**config.mk**
```make
export PLATFORM = sky130hd
export DESIGN_NAME = load_store_unit
export DESIGN_NICKNAME = d
export VERILOG_FILES = /design/src/rtl/lsu_pkg.sv /design/src/rtl/lsu_load_align.sv /design/src/rtl/load_store_unit.sv
export SDC_FILE = /design/constraint.sdc
export NUM_CORES = 1
export LEC_CHECK = 0
export BUFFER_PORTS_ARGS = -buffer_cell sky130_fd_sc_hd__clkbuf_2
export CAP_MARGIN = 20
export CORE_MARGIN = 2
export CORE_UTILIZATION = 52
export DETAILED_ROUTE_END_ITERATION = 16
export GPL_ROUTABILITY_DRIVEN = 0
export PLACE_DENSITY = 0.87
export SLEW_MARGIN = 20
export SYNTH_ARGS = -nofsm -noshare
export SYNTH_HDL_FRONTEND = slang
export SYNTH_SLANG_ARGS = --single-unit
export TNS_END_PERCENT = 30
```
**constraint.sdc**
```tcl
create_clock -name i_clk -period 4.9 [get_ports i_clk]
set_clock_uncertainty 0.15 [all_clocks]
set_input_delay 0.245 -clock i_clk [delete_from_list [all_inputs] [get_ports i_clk]]
set_output_delay 0.245 -clock i_clk [all_outputs]
set_load 0.02 [all_outputs]
```
**src/rtl/lsu_pkg.sv**
```systemverilog
// Shared types, funct3 encodings and byte-lane select helper for the load/store unit.
package lsu_pkg;

  typedef enum logic [1:0] {
    IDLE = 2'd0,
    REQ  = 2'd1,
    DONE = 2'd2
  } lsu_state_t;

  localparam logic [2:0] LSU_B  = 3'b000;
  localparam logic [2:0] LSU_H  = 3'b001;
  localparam logic [2:0] LSU_W  = 3'b010;
  localparam logic [2:0] LSU_BU = 3'b100;
  localparam logic [2:0] LSU_HU = 3'b101;

  // Unlisted encodings fall into the word case.
  function automatic logic [3:0] lsu_sel(input logic [2:0] funct3, input logic [1:0] a);
    case (funct3)
      LSU_B, LSU_BU: lsu_sel = 4'b0001 << a;
      LSU_H, LSU_HU: lsu_sel = a[1] ? 4'b1100 : 4'b0011;
      default:       lsu_sel = 4'b1111;
    endcase
  endfunction

endpackage

```
**src/rtl/lsu_load_align.sv**
```systemverilog
// Load formatting: picks the addressed byte/halfword from a bus word and sign/zero extends it.
module lsu_load_align
  import lsu_pkg::*;
(
  input  logic [31:0] rdata_i,
  input  logic [1:0]  addr_lo_i,
  input  logic [2:0]  funct3_i,
  output logic [31:0] result_o
);

  logic [7:0]  byte_sel;
  logic [15:0] half_sel;

  always_comb begin
    case (addr_lo_i)
      2'd0:    byte_sel = rdata_i[7:0];
      2'd1:    byte_sel = rdata_i[15:8];
      2'd2:    byte_sel = rdata_i[23:16];
      default: byte_sel = rdata_i[31:24];
    endcase
    half_sel = addr_lo_i[1] ? rdata_i[31:16] : rdata_i[15:0];

    case (funct3_i)
      LSU_B:   result_o = {{24{byte_sel[7]}}, byte_sel};
      LSU_BU:  result_o = {24'd0, byte_sel};
      LSU_H:   result_o = {{16{half_sel[15]}}, half_sel};
      LSU_HU:  result_o = {16'd0, half_sel};
      default: result_o = rdata_i;
    endcase
  end

endmodule

```
**src/rtl/load_store_unit.sv**
```systemverilog
// Execute-stage data-memory access engine: one bus transaction per request, lane steering and load extension.
// Optional macro LSU_MISALIGN_TRAP_EN: misaligned H/W accesses fault without a bus request instead of being aligned.
module load_store_unit
  import lsu_pkg::*;
#(
  parameter int TIMEOUT_CYCLES = 64
) (
  input  logic        i_clk,
  input  logic        i_rst,
  input  logic        i_valid,
  output logic        o_ready,
  input  logic        i_is_store,
  input  logic [2:0]  i_funct3,
  input  logic [31:0] i_addr,
  input  logic [31:0] i_wdata,
  output logic        o_done,
  output logic [31:0] o_rdata,
  output logic        o_fault,
  output logic        o_mem_req,
  output logic        o_mem_we,
  output logic [31:0] o_mem_addr,
  output logic [3:0]  o_mem_sel,
  output logic [31:0] o_mem_wdata,
  input  logic        i_mem_ack,
  input  logic [31:0] i_mem_rdata
);

  localparam int TW = $clog2(TIMEOUT_CYCLES + 1);
  localparam logic [TW-1:0] TIMER_LAST = TW'(TIMEOUT_CYCLES - 1);

  lsu_state_t    state_q, state_d;
  logic [TW-1:0] timer_q, timer_d;
  logic [31:0]   addr_q, addr_d;
  logic [31:0]   wdata_q, wdata_d;
  logic [31:0]   rdata_q, rdata_d;
  logic [2:0]    funct3_q, funct3_d;
  logic          is_store_q, is_store_d;
  logic          fault_q, fault_d;

  logic [31:0]   req_addr;
  logic          req_trap;
  logic [31:0]   load_result;

`ifdef LSU_MISALIGN_TRAP_EN
  always_comb begin
    req_addr = i_addr;
    case (i_funct3)
      LSU_B, LSU_BU: req_trap = 1'b0;
      LSU_H, LSU_HU: req_trap = i_addr[0];
      default:       req_trap = |i_addr[1:0];
    endcase
  end
`else
  // Misaligned halfword/word requests are silently pulled down to natural alignment.
  always_comb begin
    req_trap = 1'b0;
    case (i_funct3)
      LSU_B, LSU_BU: req_addr = i_addr;
      LSU_H, LSU_HU: req_addr = {i_addr[31:1], 1'b0};
      default:       req_addr = {i_addr[31:2], 2'b00};
    endcase
  end
`endif

  lsu_load_align u_load_align (
    .rdata_i   (i_mem_rdata),
    .addr_lo_i (addr_q[1:0]),
    .funct3_i  (funct3_q),
    .result_o  (load_result)
  );

  always_comb begin
    state_d    = state_q;
    timer_d    = timer_q;
    addr_d     = addr_q;
    wdata_d    = wdata_q;
    rdata_d    = rdata_q;
    funct3_d   = funct3_q;
    is_store_d = is_store_q;
    fault_d    = fault_q;

    case (state_q)
      IDLE: begin
        timer_d = '0;
        fault_d = 1'b0;
        if (i_valid) begin
          addr_d     = req_addr;
          wdata_d    = i_wdata;
          funct3_d   = i_funct3;
          is_store_d = i_is_store;
          state_d    = req_trap ? DONE : REQ;
          fault_d    = req_trap;
        end
      end
      REQ: begin
        // An ack on the final timer cycle still completes the access cleanly.
        if (i_mem_ack) begin
          state_d = DONE;
          fault_d = 1'b0;
          if (!is_store_q) begin
            rdata_d = load_result;
          end
        end else if (timer_q == TIMER_LAST) begin
          state_d = DONE;
          fault_d = 1'b1;
        end else begin
          timer_d = timer_q + 1'b1;
        end
      end
      DONE: begin
        state_d = IDLE;
        timer_d = '0;
      end
      default: begin
        state_d = IDLE;
        timer_d = '0;
        fault_d = 1'b0;
      end
    endcase
  end

  always_ff @(posedge i_clk) begin
    if (i_rst) begin
      state_q    <= IDLE;
      timer_q    <= '0;
      addr_q     <= '0;
      wdata_q    <= '0;
      rdata_q    <= '0;
      funct3_q   <= '0;
      is_store_q <= 1'b0;
      fault_q    <= 1'b0;
    end else begin
      state_q    <= state_d;
      timer_q    <= timer_d;
      addr_q     <= addr_d;
      wdata_q    <= wdata_d;
      rdata_q    <= rdata_d;
      funct3_q   <= funct3_d;
      is_store_q <= is_store_d;
      fault_q    <= fault_d;
    end
  end

  assign o_ready    = (state_q == IDLE);
  assign o_done     = (state_q == DONE);
  assign o_fault    = (state_q == DONE) && fault_q;
  assign o_rdata    = rdata_q;
  assign o_mem_req  = (state_q == REQ);
  assign o_mem_we   = (state_q == REQ) && is_store_q;
  assign o_mem_addr = {addr_q[31:2], 2'b00};
  assign o_mem_sel  = (state_q == REQ) ? lsu_sel(funct3_q, addr_q[1:0]) : 4'b0000;

  always_comb begin
    case (funct3_q)
      LSU_B, LSU_BU: o_mem_wdata = {4{wdata_q[7:0]}};
      LSU_H, LSU_HU: o_mem_wdata = {2{wdata_q[15:0]}};
      default:       o_mem_wdata = wdata_q;
    endcase
  end

endmodule
```
==> results.yml <==
placed_design:
  place_inst: 889
  dpl.hpwl_mm: 8.84
  port_buffers: 206
sta:
  finalSetupTns_ps: 0
  grt_setup_unrepaired: "no"
  timing_hold_violations_final: 0
  finalCritPeriodShare_pct: 56.9
  setup_violations: 0
  relSlewSlack_pct: 30.0
  fmax_mhz: 359
  tightest_slew_ps: 1050
  maxSlewViolCount: 0
  hold_ws_ps: 20.2
  fin_crit_ps: 2790
detailed_routing:
  vias: 5151
  drt_iter0_drc: 262
  avgViaCountPerCell: 5.26
  first_pass_iters: 5
  wl_mm: 14.7
  ant_nets: 0
  wire_per_inst_um: 15.0
  remaining_drc_errors: 0
yosys:
  syn_avg_cell_area_um2: 8.23
  synth_edf_count: 0
  synth_compound_area_share_pct: 19.4
  seq_area_frac_synth_pct: 42.6
  synth-seq-cells: 110
  ys_async_sr_fraction_pct: 0
  synth_flop_cell: "dfxtp_1"
  yosys.area_share.simple_pct: 19.3
  ys.warnings.count: 0
  synth_cells: 629
  yosysTopAreaCellShare_pct: 42.6
  synth_mux_area_share_pct: 7.71
  yosys-top-cells-area: "dfxtp_1 43%, nand2_1 12%, a21oi_1 7.2%"
  yosys.area_share.adder_pct: 0.242
  synth_commonest_cells: "163 x nand2_1, 110 x dfxtp_1, 74 x a21oi_1"
  synth_cell_types: 44
  synth_most_common_cell: "nand2_1"
  synth_top_area_cell: "dfxtp_1"
  syn_area_um2: 5170
  synth_top_family_by_area: "compound AO/OA/AOI/OAI gates"
  synthXorXnorAreaFrac_pct: 0.339
setup_path:
  critical_path.cell_chain: "and2b_1 > o21ai_2 > and2_1 > clkbuf_2"
  required_ps: 4510
  start_kind: "flip-flop"
  critPathCaptureType: "output pin"
  reg2reg_slack_ps: 2460
  r2r_end: "o_rdata[4]"
  cp_slowest_stage_delay_ps: 1020
  crit_slowest_cell: "dfxtp_1"
  reg2reg_depth: 4
  crit_type: "flip-flop to output pin"
  crit_fanout: 23
  arrival_ps: 2390
  r2r_start: "addr_q[1]"
global_route:
  grt_use_total_pct: 26.5
  grt_max_degree: 106
  gr-total-overflow: 0
  grt_first_pass_wirelength_mm: 23.6
  grt_pass1_vias: 4849
  gr-usage-met1_pct: 32.1
  top_usage_layer: "met2"
  grt_use_met3_pct: 5.22
  use_met2_pct: 46.2
  antenna_found_initial: 0
cells_and_area:
  fin_nets: 947
  fill_cells: 758
  drive_gt1_share_pct: 30.9
  area_growth_pct: 32.4
  diodes: 0
  fin_cells: 980
min_path:
  hold_class: "primary input to flip-flop"
  holdPathStages: 3
  hp-start: "i_mem_rdata[28]"
  holdPathEnd: "o_rdata[28]"
die:
  dieArea_um2: 10800
  die_x_um: 104
  initial_core_util_pct: 53.2
  pin_count: 209
  core_area_um2: 9730
  dieHeight_um: 104
  num_rows: 36
clocking:
  htreeDepth: 3
  postCtsSetupBuffers: 0
  cts-root-buf: "clkbuf_8"
  clk_path_buf_depth: 2
  cts_buffers: 9
  insertion_delay_ps: 350
  cts_resized: 0
  cts_tree: "done"
  path_clk_slew_ps: 110
  cts_sinks: 110
outcome:
  outcome: "finished clean"
job:
  maxCapViolations: 0
pwr:
  peakVddDrop_mv: 0.210
  p_leak_nw: 2.95
  total_power_w: 0.00199
  power_density_nw_per_um2: 290
critical path, delay by kind of cell, from the launching register on:
kind	cells	cell delay (ps)
AOI/OAI and AO/OA	1	340
DFF	1	1020
and+or+nand+nor	2	510
buffers and inverters	1	160
worst max path at each step:
stage | cells past startpoint | start | endpoint | slack, ps
after global placement | 4 | funct3_q[0] | o_mem_sel[0] | 2530
after detailed placement | 4 | addr_q[1] | o_rdata[4] | 2460
final | 4 | funct3_q[0] | o_mem_sel[0] | 2110
after floorplan | 5 | funct3_q[1] | o_mem_sel[1] | 3090
after CTS | 4 | funct3_q[0] | o_mem_sel[0] | 2110
after global routing | 4 | funct3_q[0] | o_mem_sel[0] | 1950
per-stage QoR:
step / util, % / setup slack [ps] / instance area, µm²
floorplan: - / 3090 / 5180
global placement: 60.5 / 2530 / 5890
detailed placement: 60.5 / 2460 / 5890
CTS: 70.4 / 2110 / 6850
global route: 70.4 / 1950 / 6850
finish: 70.4 / 2110 / 6850
layout by cell type (no fill, tap or decap), types with 2 or more instances in the layout:
| master | instances |
|---|---|
| a211oi_1 | 22 |
| a211oi_2 | 10 |
| a21oi_1 | 74 |
| a221oi_1 | 8 |
| a22o_1 | 8 |
| a22oi_1 | 8 |
| a31oi_1 | 3 |
| and2_1 | 4 |
| and3_1 | 2 |
| buf_4 | 4 |
| clkbuf_2 | 205 |
| clkbuf_8 | 9 |
| conb_1 | 2 |
| dfxtp_1 | 109 |
| dlygate4sd3_1 | 75 |
| inv_1 | 2 |
| inv_8 | 2 |
| mux2_2 | 16 |
| mux2i_1 | 17 |
| nand2_1 | 162 |
| nand3_1 | 3 |
| nand3b_1 | 3 |
| nor2_1 | 52 |
| nor2b_1 | 3 |
| o21a_1 | 2 |
| o21ai_0 | 13 |
| o41ai_1 | 2 |
| xnor2_1 | 2 |
power by group:
group | switching (W) | internal, W
clock | 0.000318 | 0.000247
sequential | 0.0000427 | 0.000946
combinational | 0.000249 | 0.000183
total | 0.000610 | 0.00138
repair_timing:
item | in CTS | in global routing
endpoints found under the hold margin | 75 | 0
hold buffers | 75 | 0
setup endpoints to repair | 0 | 0
logic make-up (layout without fill, tap and decap cells):
family | Yosys count | in the layout
and+or+nand+nor | 240 | 240
DFF | 110 | 110
other | 1 | 2
buffers and inverters | 87 | 304
muxes | 36 | 36
xor gates and xnor gates | 2 | 2
adders and majority gates | 1 | 1
AOI/OAI and AO/OA | 152 | 152
per-layer routing:
metal	up-vias	wire, µm
li1	2519	-
met1	2354	5840
met2	234	7400
met3	44	948
met4	0	465
met5	-	0
layout make-up:
cell class                      instances  area, µm²  area share [%]
Sequential cell                       110       2200            32.2
Clock buffer                           10        128            1.86
Multi-Input combinational cell        433       2440            35.7
Clock inverter                          6       77.6            1.13
Tap cell                              133        166            2.43
Timing Repair Buffer                  285       1820            26.5
Inverter                                3       11.3           0.164
state kept, by name, indices dropped and copies added (netlist names):
| signal | count |
|---|---|
| funct3_q | 3 |
| fault_q | 1 |
| timer_q | 7 |
| addr_q | 32 |
| wdata_q | 32 |
| is_store_q | 1 |
| o_rdata | 32 |
| state_q | 2 |
No activity file was read; power rests on OpenSTA's default activity.
